--- src/rtl/y_argmax_if.sv ---
// -----------------------------------------------------------------------------
// y_argmax_if
// Bundles the PS handshake, status/result words and the two y-bank BRAM ports
// of the y_argmax stage.
//
// Parameters
//   ADDR_W          y BRAM byte-address width
//
// Signals
//   ps_control      PS -> PL   bit 0 = start
//   pl_status       PL -> PS   bit 0 = done
//   state           PL -> PS   {29'b0, fsm state code}
//   bram_addr_y*    PL -> BRAM shared byte address (same value on both banks)
//   bram_rddata_y*  BRAM -> PL read data, 1-cycle latency
//   bram_wrdata_y*  PL -> BRAM tied 0
//   bram_we_y*      PL -> BRAM tied 0
//   max_index       PL -> PS   global index of the largest element
//   max_value       PL -> PS   raw bits of the largest element (0 when disabled)
//
// Modports
//   slave   the argmax stage itself
//   master  the PS / BRAM side (testbench)
// -----------------------------------------------------------------------------
interface y_argmax_if #(
   parameter int ADDR_W = 12
);
   logic [31:0]       ps_control;
   logic [31:0]       pl_status;
   logic [31:0]       state;
   logic [ADDR_W-1:0] bram_addr_y1;
   logic [ADDR_W-1:0] bram_addr_y2;
   logic [31:0]       bram_rddata_y1;
   logic [31:0]       bram_rddata_y2;
   logic [31:0]       bram_wrdata_y1;
   logic [31:0]       bram_wrdata_y2;
   logic [3:0]        bram_we_y1;
   logic [3:0]        bram_we_y2;
   logic [31:0]       max_index;
   logic [31:0]       max_value;

   modport slave (
      input  ps_control,
      input  bram_rddata_y1,
      input  bram_rddata_y2,
      output pl_status,
      output state,
      output bram_addr_y1,
      output bram_addr_y2,
      output bram_wrdata_y1,
      output bram_wrdata_y2,
      output bram_we_y1,
      output bram_we_y2,
      output max_index,
      output max_value
   );

   modport master (
      output ps_control,
      output bram_rddata_y1,
      output bram_rddata_y2,
      input  pl_status,
      input  state,
      input  bram_addr_y1,
      input  bram_addr_y2,
      input  bram_wrdata_y1,
      input  bram_wrdata_y2,
      input  bram_we_y1,
      input  bram_we_y2,
      input  max_index,
      input  max_value
   );
endinterface

--- src/rtl/y_argmax.sv ---
// -----------------------------------------------------------------------------
// y_argmax
// Output-layer argmax over the banked y vector produced by the matrix-vector
// multiplier. Both y banks are read in parallel, one row per cycle; IEEE-754
// single-precision words are ordered with an integer key so no FP hardware is
// needed. The index (and optionally the raw value) of the largest element is
// reported to the PS through the ps_control/pl_status handshake.
//
// Parameters
//   P            number of y banks (only 2 supported)
//   addr_y_size  y BRAM byte-address width
//   length_M     total y elements; ROWS = length_M/P words per bank
//
// Ports
//   clk          clock, rising edge
//   reset        synchronous, active-high
//   bus          y_argmax_if.slave (handshake, status, BRAM ports, results)
//
// Build option
//   Y_ARGMAX_VALUE_EN  when defined, max_value carries the raw bits of the
//                      winning element; otherwise max_value is tied to 0.
// -----------------------------------------------------------------------------
module y_argmax #(
   parameter int P           = 2,
   parameter int addr_y_size = 12,
   parameter int length_M    = 512
) (
   input  logic       clk,
   input  logic       reset,
   y_argmax_if.slave  bus
);

   localparam int ROWS  = length_M / P;
   localparam int ROW_W = $clog2(ROWS);
   localparam logic [ROW_W-1:0] LAST_ROW = ROW_W'(ROWS - 1);

   typedef enum logic [1:0] {
      IDLE  = 2'd0,
      RUN   = 2'd1,
      DRAIN = 2'd2,
      DONE  = 2'd3
   } state_t;

   // Maps float bits to an unsigned key whose integer order matches the
   // required ordering: negatives are bit-inverted, positives get the top bit
   // set. This puts +0 above -0, +NaN above everything, -NaN below everything.
   function automatic logic [31:0] order_key(input logic [31:0] w);
      if (w[31]) begin
         order_key = ~w;
      end else begin
         order_key = w | 32'h8000_0000;
      end
   endfunction

   state_t                   state_r;
   state_t                   state_s;
   logic [ROW_W-1:0]         row_r;
   logic [ROW_W-1:0]         row_s;
   logic [addr_y_size-1:0]   addr_r;
   logic                     eval_vld_r;
   logic [ROW_W-1:0]         eval_row_r;
   logic                     best_vld_r;
   logic [31:0]              best_key_r;
   logic [ROW_W:0]           best_idx_r;
   logic [31:0]              max_index_r;
   logic                     done_r;
   logic                     start_s;

   logic [31:0]              key0_s;
   logic [31:0]              key1_s;
   logic [31:0]              row_key_s;
   logic                     row_bank_s;
   logic                     take_s;
   logic [31:0]              new_key_s;
   logic [ROW_W:0]           new_idx_s;
   logic                     unused_s;

   assign start_s  = bus.ps_control[0];
   assign unused_s = ^bus.ps_control[31:1];

   // Next-state and row-counter logic of the scan FSM.
   always_comb begin
      state_s = state_r;
      row_s   = row_r;
      case (state_r)
         IDLE: begin
            row_s = {ROW_W{1'b0}};
            if (start_s) begin
               state_s = RUN;
            end else begin
               state_s = IDLE;
            end
         end
         RUN: begin
            // row_r is the row whose address is on the bus this cycle.
            if (row_r == LAST_ROW) begin
               state_s = DRAIN;
            end else begin
               row_s = row_r + ROW_W'(1);
            end
         end
         DRAIN: begin
            state_s = DONE;
         end
         DONE: begin
            if (start_s) begin
               state_s = DONE;
            end else begin
               state_s = IDLE;
            end
         end
         default: begin
            state_s = IDLE;
            row_s   = {ROW_W{1'b0}};
         end
      endcase
   end

   // Row winner and running-best candidate for the data returning this cycle.
   always_comb begin
      key0_s = order_key(bus.bram_rddata_y1);
      key1_s = order_key(bus.bram_rddata_y2);
      // Bank 1 only wins on strictly greater so bank 0 takes row ties.
      if (key1_s > key0_s) begin
         row_key_s  = key1_s;
         row_bank_s = 1'b1;
      end else begin
         row_key_s  = key0_s;
         row_bank_s = 1'b0;
      end
      // Rows arrive in ascending order, so strict compare keeps lowest index.
      take_s = eval_vld_r && (!best_vld_r || (row_key_s > best_key_r));
      if (take_s) begin
         new_key_s = row_key_s;
         new_idx_s = {eval_row_r, row_bank_s};
      end else begin
         new_key_s = best_key_r;
         new_idx_s = best_idx_r;
      end
   end

   // FSM state, row counter, BRAM address and the one-cycle data-valid pipe.
   always_ff @(posedge clk) begin
      if (reset) begin
         state_r    <= IDLE;
         row_r      <= {ROW_W{1'b0}};
         addr_r     <= {addr_y_size{1'b0}};
         eval_vld_r <= 1'b0;
         eval_row_r <= {ROW_W{1'b0}};
         done_r     <= 1'b0;
      end else begin
         state_r    <= state_s;
         row_r      <= row_s;
         if (state_s == RUN) begin
            addr_r <= addr_y_size'({row_s, 2'b00});
         end else begin
            addr_r <= {addr_y_size{1'b0}};
         end
         // Data for the row issued in a RUN cycle arrives one cycle later.
         eval_vld_r <= (state_r == RUN);
         eval_row_r <= row_r;
         done_r     <= (state_s == DONE);
      end
   end

   // Running best, cleared on start so the first evaluated row always loads.
   always_ff @(posedge clk) begin
      if (reset) begin
         best_vld_r <= 1'b0;
         best_key_r <= 32'h0000_0000;
         best_idx_r <= {(ROW_W + 1){1'b0}};
      end else if ((state_r == IDLE) && start_s) begin
         best_vld_r <= 1'b0;
         best_key_r <= 32'h0000_0000;
         best_idx_r <= {(ROW_W + 1){1'b0}};
      end else if (take_s) begin
         best_vld_r <= 1'b1;
         best_key_r <= new_key_s;
         best_idx_r <= new_idx_s;
      end else begin
         best_vld_r <= best_vld_r;
      end
   end

   // Result index, latched as DRAIN folds in the last row; held otherwise.
   always_ff @(posedge clk) begin
      if (reset) begin
         max_index_r <= 32'h0000_0000;
      end else if (state_r == DRAIN) begin
         max_index_r <= 32'(new_idx_s);
      end else begin
         max_index_r <= max_index_r;
      end
   end

`ifdef Y_ARGMAX_VALUE_EN
   logic [31:0] row_val_s;
   logic [31:0] best_val_r;
   logic [31:0] max_value_r;

   assign row_val_s = row_bank_s ? bus.bram_rddata_y2 : bus.bram_rddata_y1;

   // Raw bits of the running best and the latched result value.
   always_ff @(posedge clk) begin
      if (reset) begin
         best_val_r  <= 32'h0000_0000;
         max_value_r <= 32'h0000_0000;
      end else begin
         if (take_s) begin
            best_val_r <= row_val_s;
         end else begin
            best_val_r <= best_val_r;
         end
         if (state_r == DRAIN) begin
            max_value_r <= take_s ? row_val_s : best_val_r;
         end else begin
            max_value_r <= max_value_r;
         end
      end
   end

   assign bus.max_value = max_value_r;
`else
   assign bus.max_value = 32'h0000_0000;
`endif

   assign bus.pl_status      = {31'h0000_0000, done_r};
   assign bus.state          = {29'h0000_0000, 1'b0, state_r};
   assign bus.bram_addr_y1   = addr_r;
   assign bus.bram_addr_y2   = addr_r;
   assign bus.bram_wrdata_y1 = 32'h0000_0000;
   assign bus.bram_wrdata_y2 = 32'h0000_0000;
   assign bus.bram_we_y1     = 4'h0;
   assign bus.bram_we_y2     = 4'h0;
   assign bus.max_index      = max_index_r;

endmodule
--- src/flat_wrapper.sv ---
// flat-port wrapper written by rule: the top's interface ports become plain ports
module y_argmax_flat 
#(
   parameter int P           = 2,
   parameter int addr_y_size = 12,
   parameter int length_M    = 512
)
  (clk, reset, bus_ps_control, bus_bram_rddata_y1, bus_bram_rddata_y2, bus_pl_status, bus_state, bus_bram_addr_y1, bus_bram_addr_y2, bus_bram_wrdata_y1, bus_bram_wrdata_y2, bus_bram_we_y1, bus_bram_we_y2, bus_max_index, bus_max_value);
  y_argmax_if bus_i ();
  input  logic clk;
  input  logic reset;
  input wire logic [$bits(bus_i.ps_control)-1:0] bus_ps_control;
  input wire logic [$bits(bus_i.bram_rddata_y1)-1:0] bus_bram_rddata_y1;
  input wire logic [$bits(bus_i.bram_rddata_y2)-1:0] bus_bram_rddata_y2;
  output wire logic [$bits(bus_i.pl_status)-1:0] bus_pl_status;
  output wire logic [$bits(bus_i.state)-1:0] bus_state;
  output wire logic [$bits(bus_i.bram_addr_y1)-1:0] bus_bram_addr_y1;
  output wire logic [$bits(bus_i.bram_addr_y2)-1:0] bus_bram_addr_y2;
  output wire logic [$bits(bus_i.bram_wrdata_y1)-1:0] bus_bram_wrdata_y1;
  output wire logic [$bits(bus_i.bram_wrdata_y2)-1:0] bus_bram_wrdata_y2;
  output wire logic [$bits(bus_i.bram_we_y1)-1:0] bus_bram_we_y1;
  output wire logic [$bits(bus_i.bram_we_y2)-1:0] bus_bram_we_y2;
  output wire logic [$bits(bus_i.max_index)-1:0] bus_max_index;
  output wire logic [$bits(bus_i.max_value)-1:0] bus_max_value;
  assign bus_i.ps_control = bus_ps_control;
  assign bus_i.bram_rddata_y1 = bus_bram_rddata_y1;
  assign bus_i.bram_rddata_y2 = bus_bram_rddata_y2;
  assign bus_pl_status = bus_i.pl_status;
  assign bus_state = bus_i.state;
  assign bus_bram_addr_y1 = bus_i.bram_addr_y1;
  assign bus_bram_addr_y2 = bus_i.bram_addr_y2;
  assign bus_bram_wrdata_y1 = bus_i.bram_wrdata_y1;
  assign bus_bram_wrdata_y2 = bus_i.bram_wrdata_y2;
  assign bus_bram_we_y1 = bus_i.bram_we_y1;
  assign bus_bram_we_y2 = bus_i.bram_we_y2;
  assign bus_max_index = bus_i.max_index;
  assign bus_max_value = bus_i.max_value;
  y_argmax #(.P(P), .addr_y_size(addr_y_size), .length_M(length_M)) u_core (.clk(clk), .reset(reset), .bus(bus_i));
endmodule
--- config.mk ---
export PLATFORM = sky130hd
export DESIGN_NAME = y_argmax_flat
export DESIGN_NICKNAME = d
export VERILOG_FILES = /design/src/rtl/y_argmax_if.sv /design/src/rtl/y_argmax.sv /design/src/flat_wrapper.sv
export SDC_FILE = /design/constraint.sdc
export NUM_CORES = 1
export LEC_CHECK = 0
export BUFFER_PORTS_ARGS = -buffer_cell sky130_fd_sc_hd__buf_2
export CAP_MARGIN = 10
export CORE_MARGIN = 1.5
export CORE_UTILIZATION = 45
export CTS_CLUSTER_DIAMETER = 80
export DETAILED_ROUTE_END_ITERATION = 7
export PLACE_DENSITY = 0.89
export SLEW_MARGIN = 5
export SYNTH_ARGS = -nofsm -noshare
export SYNTH_HDL_FRONTEND = slang
export SYNTH_SLANG_ARGS = --single-unit
--- constraint.sdc ---
create_clock -name clk -period 6.8 [get_ports clk]
set_input_delay 1.36 -clock clk [delete_from_list [all_inputs] [get_ports clk]]
set_output_delay 1.36 -clock clk [all_outputs]
set_load 0.01 [all_outputs]
## After elaboration in Yosys (flattened, before gate mapping)

Index checks and enable logic that the tools add are counted.

| cells by class | value |
|---|---|
| add/sub/neg operators | 1 |
| $lt $le $gt $ge | 2 |
| equal/unequal tests | 6 |
| muxes and demuxes | 11 |
| bitwise gates (word level) | 3 |
| reductions and logical operators | 7 |

Operators with widths:

| cell | count |
|---|---|
| 32-bit two-way mux | 3 |
| 32-bit greater-than comparator | 2 |
| 32-bit NOT | 2 |
| 8-bit case mux with 2 select lines | 1 |
| 9-bit two-way mux | 1 |
| 8-bit by 1-bit adder with 8-bit output (second input constant) | 1 |
| 8-bit == test (second input constant) | 1 |
| 8-bit two-way mux | 1 |
| 2-bit case mux with 4 select lines | 1 |
| 2-bit == test (second input constant) | 3 |
| 2-bit by 1-bit == test with 1-bit output (second input constant) | 2 |
| 2-bit two-way mux | 2 |
| 2-bit OR reduction | 2 |
| 1-bit logical AND | 2 |
| 2-bit logical NOT | 1 |
| 1-bit two-way mux | 2 |
| 1-bit logical NOT | 1 |
| 1-bit logical OR | 1 |
| 1-bit NOT | 1 |

| word-level totals | value |
|---|---|
| bits in registers | 83 |
| output and inout port bits | 224 |
| word-level logic and storage cells | 41 |

## Longest topological paths before layout

| depth | value |
|---|---|
| depth after elaboration | 8 |
| mapped depth | 23 |

## Least setup slack after synthesis

No wires, ideal clock.

| path | value |
|---|---|
| path type | input-to-reg |
| from | in bus_bram_rddata_y2[31] |
| to | reg u_core.best_key_r[1] |
| setup time | 87 ps |
| arrival time | 5928 ps |
| data required time | 6713 ps |
| path slack | 785 ps |
| cell stages on the path | 22 |
| buffers on the path | 5 |
| cells stage by stage | clkbuf_1 -> clkbuf_1 -> xor2_1 -> ha_1 -> a21oi_1 -> nand2_1 -> a221o_1 -> o31ai_1 -> a21bo_2 -> buf_4 -> clkbuf_1 -> and2_1 -> nor2_1 -> ha_1 -> nand4_1 -> or4_1 -> o31a_1 -> nand2b_1 -> o2bb2ai_2 -> buf_4 -> or3_1 -> o31ai_1 |

| on the way | value |
|---|---|
| cells in the longest elaborated chain, start to end | 7 |

Ends and longest elaborated chain:

| element | RTL line | text |
|---|---|---|
| start, declared | flat_wrapper.sv:14 | `input wire logic [$bits(bus_i.bram_rddata_y2)-1:0] bus_bram_rddata_y2;` |
| 32-bit NOT | y_argmax.sv:49 | `order_key = ~w;` |
| 32-bit two-way mux * | y_argmax.sv:48 | `if (w[31]) begin` |
| 32-bit greater-than comparator | y_argmax.sv:124 | `if (key1_s > key0_s) begin` |
| 32-bit two-way mux * | y_argmax.sv:124 |  |
| named net u_core.new_key_s[23] | y_argmax.sv:74 | `logic [31:0] new_key_s;` |
| 32-bit greater-than comparator * | y_argmax.sv:132 | `take_s = eval_vld_r && (!best_vld_r \|\| (row_key_s > best_key_r));` |
| 1-bit logical OR * | y_argmax.sv:132 |  |
| 1-bit logical AND * | y_argmax.sv:132 |  |
| end signal, assigned | y_argmax.sv:178 | `best_key_r <= new_key_s;` |
| end, declared | y_argmax.sv:63 | `logic [31:0] best_key_r;` |

The timed path passes the listed nets; every way through them passes the cells marked *.
A chain may end at the register's enable or synchronous reset.

## Final worst setup path

| path | value |
|---|---|
| from | in bus_bram_rddata_y1[31] |
| to | reg u_core.max_index_r[0], in the netlist u_core.bus.max_index[0] |

| on the way | value |
|---|---|
| cells in the longest elaborated chain, start to end | 8 |
| elaborated cells on any way between the ends | 9 |

Ends and longest elaborated chain:

| element | RTL line | text |
|---|---|---|
| start, declared | flat_wrapper.sv:13 | `input wire logic [$bits(bus_i.bram_rddata_y1)-1:0] bus_bram_rddata_y1;` |
| 32-bit NOT | y_argmax.sv:49 |  |
| 32-bit two-way mux * | y_argmax.sv:48 |  |
| 32-bit greater-than comparator | y_argmax.sv:124 |  |
| 32-bit two-way mux * | y_argmax.sv:124 |  |
| named net u_core.new_key_s[11] | y_argmax.sv:74 |  |
| 32-bit greater-than comparator * | y_argmax.sv:132 |  |
| 1-bit logical OR * | y_argmax.sv:132 |  |
| 1-bit logical AND * | y_argmax.sv:132 |  |
| 9-bit two-way mux * | y_argmax.sv:133 | `if (take_s) begin` |
| end signal, assigned | y_argmax.sv:190 | `max_index_r <= 32'(new_idx_s);` |
| end signal, assigned | y_argmax.sv:192 | `max_index_r <= max_index_r;` |
| end, declared | y_argmax.sv:65 | `logic [31:0] max_index_r;` |

Marked as above.

==> flow_metrics.env <==
export IMPL_yosys_area_share_adder_pct=11.9
export IMPL_synth_mux_area_share_pct=1.78
export IMPL_mostFrequentLayoutCells="196 x conb_1, 102 x nor2_1, 94 x buf_2"
export IMPL_synth_simple_gate_area_share_pct=16.9
export IMPL_finalWeightedCongestion=0.832
export IMPL_fin_ws_ns=0.663
export IMPL_total_power_mw=1.47
export IMPL_fin_crit_sh_pct=90.2
export IMPL_clkTransAtPathRegs_ns=0.06
export IMPL_nets=1078
export IMPL_drc_errors=15
export IMPL_detail_route_wl_per_cell_um=12.1
export IMPL_cts_hold_fix_buffers=0
export IMPL_synthFlopType="dfxtp_1"
export IMPL_maxCapViolCount=0
export IMPL_ys_ff_latch=79
export IMPL_cp_data_required_time_ns=7.07
export IMPL_synth_top_area_share_pct=23.2
export IMPL_numPortBuffers=94
export IMPL_yosysTopAreaCell="dfxtp_1"
export IMPL_path_class="in2reg"
export IMPL_crit_path_max_fanout=32
export IMPL_antenna_found_initial=0
export IMPL_vdd_ir_drop_max_mv=0.179
export IMPL_cts_made_buffers=9
export IMPL_cts_buffer_depth=2
export IMPL_relSlewSlack_pct=24.5
export IMPL_synth_edf_count=0
export IMPL_leakage_nw=3.28
export IMPL_drtIter0Drc=273
export IMPL_via_per_inst=4.65
export IMPL_grt_pass1_wl_um=21100
export IMPL_coreArea_sq_um=14600
export IMPL_hold_viol_final=0
export IMPL_fin_worst_skew_ns=0.00579
export IMPL_setup_violations=0
export IMPL_yosys_top_cells_area="dfxtp_1 23%, buf_4 23%, ha_1 12%, nor2_1 5.6%, xor2_1 4.4%"
export IMPL_clkLatencyLatePin_ns=0.35
export IMPL_grt_overflow_total=0
export IMPL_grtUsageTotal_pct=16.2
export IMPL_worstMarginPinSlew_ns=1.13
export IMPL_synth_cells=842
export IMPL_crit_arrival_ns=6.41
export IMPL_vias=5137
export IMPL_synth_area_sq_um=6820
export IMPL_yosysUniqueCellTypes=46
export IMPL_async_flop_share_pct=0
export IMPL_drive_gt1_share_pct=13.7
export IMPL_finalSetupTns_ns=0
export IMPL_final_core_util_pct=48.1
export IMPL_drt_wl_total_um=13400
export IMPL_die_h_um=126
export IMPL_maxSlewViolCount=0
export IMPL_die_x_um=126
export IMPL_grt_pass1_vias=4745
export IMPL_drt_pass1_iter_count=8
export IMPL_area_delta_synth_final_pct=3.30
export IMPL_cts_root_buf="clkbuf_16"
export IMPL_rsz0062_at_grt="no"
export IMPL_diodes=0
export IMPL_hold_worst_slack_ns=0.483
export IMPL_period_needed_ns=6.14
export IMPL_synthXorXnorAreaFrac_pct=8.60
export IMPL_synth_compound_area_share_pct=10.8
export IMPL_post_place_ws_ns=0.341
export IMPL_grt_max_degree=42
export IMPL_row_count=44
export IMPL_syn_avg_cell_area_sq_um=8.10
export IMPL_max_freq_mhz=163
export IMPL_cts_tree="done"
export IMPL_synth_top_family_by_area="buffers and inverters"
export IMPL_crit_path_start_kind="input pin"
export IMPL_hold_class="reg2reg"
export IMPL_io_pins=322
export IMPL_dieArea_sq_um=15900
export IMPL_cts_resized=0
export IMPL_cts_sinks=79
export IMPL_hpwlAfterDp_um=10400
export IMPL_yosysSeqAreaShare_pct=23.2
export IMPL_initial_core_util_pct=46.6
export IMPL_yosys_warnings=0
export IMPL_violations="DRC"
export IMPL_postCtsSetupRepairBufs=0
export IMPL_final_common_cell="conb_1"
export IMPL_ant_nets=0
export IMPL_outcome="finished, violations left"
export IMPL_crit_path_end_kind="flop"
export IMPL_htree_levels=3
export IMPL_power_density_nw_per_um2=208
export IMPL_fillers=1393
[metal layers]
layer / vias up / wire (um) / global-route usage (%)
met1: 2359 / 5490 / 18.8
met3: 19 / 894 / 4.63
met4: 0 / 174 / 4.60
met5: - / 0 / 0
met2: 192 / 6820 / 29.2
li1: 2567 / - / -
[worst max-delay path: stages]
cell and delay [ns]:
buf_2 0.22, buf_4 0.30, xnor2_1 0.19, ha_1 0.30
nand4_1 0.23, inv_1 0.08, a221oi_1 0.38, o21a_1 0.19
a21bo_2 0.52, buf_12 0.25, and2_1 0.16, nor2_1 0.05
ha_1 0.32, nand4_1 0.17, a2111oi_0 0.43, a211oi_1 0.12
o2bb2ai_2 0.36, buf_12 0.21, mux2_2 0.37, a211oi_2 0.17
[power by group]
part / leakage [nW] / switching [mW] / internal (mW)
Sequential: 0.639 / 0.00447 / 0.473
Combinational: 2.48 / 0.275 / 0.169
Clock: 0.165 / 0.215 / 0.331
[path summary, 6_finish.rpt]
kind                                           start                                   end  slack [ns]  depth (start not counted)
setup reg to reg  u_core.best_key_r[23]$_SDFFE_PP0P_  u_core.bus.max_index[0]$_SDFFE_PP0N_        4.11                          9
setup / recovery              bus_bram_rddata_y1[31]  u_core.bus.max_index[0]$_SDFFE_PP0N_        0.66                         20
hold reg to reg    u_core.best_key_r[0]$_SDFFE_PP0P_     u_core.best_key_r[0]$_SDFFE_PP0P_        0.48                          2
hold / removal     u_core.best_key_r[0]$_SDFFE_PP0P_     u_core.best_key_r[0]$_SDFFE_PP0P_        0.48                          2
[cells in the mapped netlist (all sizes together) (8+ instances only)]
library cell	instances
nand3	8
and2	30
ha	65
or3	32
clkbuf	22
nor2	102
xnor2	33
dfxtp	79
nor2b	13
a21oi	25
a21o	8
nand4	17
inv	40
mux2i	11
a211oi	11
o31ai	31
xor2	34
nor3	10
buf	216
nand2	15
[cell families (layout without fill, tap and decap cells)]
logic type	count (synthesis)	in the layout
AO/OA/AOI/OAI	105	105
XOR/XNOR	67	67
adder cells (fa/ha/maj)	65	65
buffers and inverters	278	161
flip-flops	79	79
multiplexers	12	12
other	1	196
AND/OR/NAND/NOR	235	235
[final cells by class]
type | count | area, sq um | area share (%)
Tap cell | 184 | 230 | 3.27
Clock inverter | 7 | 109 | 1.54
Inverter | 40 | 150 | 2.13
Sequential cell | 79 | 1580 | 22.4
Timing Repair Buffer | 105 | 603 | 8.56
Multi-Input combinational cell | 680 | 4150 | 58.9
Clock buffer | 9 | 225 | 3.20
[stage by stage]
| stage | instances | area (sq um) |
|---|---|---|
| 2_1_floorplan | 1037 | 7550 |
| 3_3_place_gp | 1088 | 6710 |
| 3_5_place_dp | 1088 | 6710 |
| 4_1_cts | 1104 | 7050 |
| 5_1_grt | 1104 | 7050 |
| 6_report | 1104 | 7050 |
[flip-flops by register name (all words and copies together), names as in the netlist]
name / flops
u_core.best_key_r: 32
u_core.best_idx_r: 9
u_core.bus.max_index: 9
u_core.bus.bram_addr_y1: 8
u_core.eval_row_r: 8
u_core.row_r: 8
u_core.state_r: 2
u_core.best_vld_r: 1
u_core.done_r: 1
u_core.eval_vld_r: 1
Power figures use the tool's default switching activity.
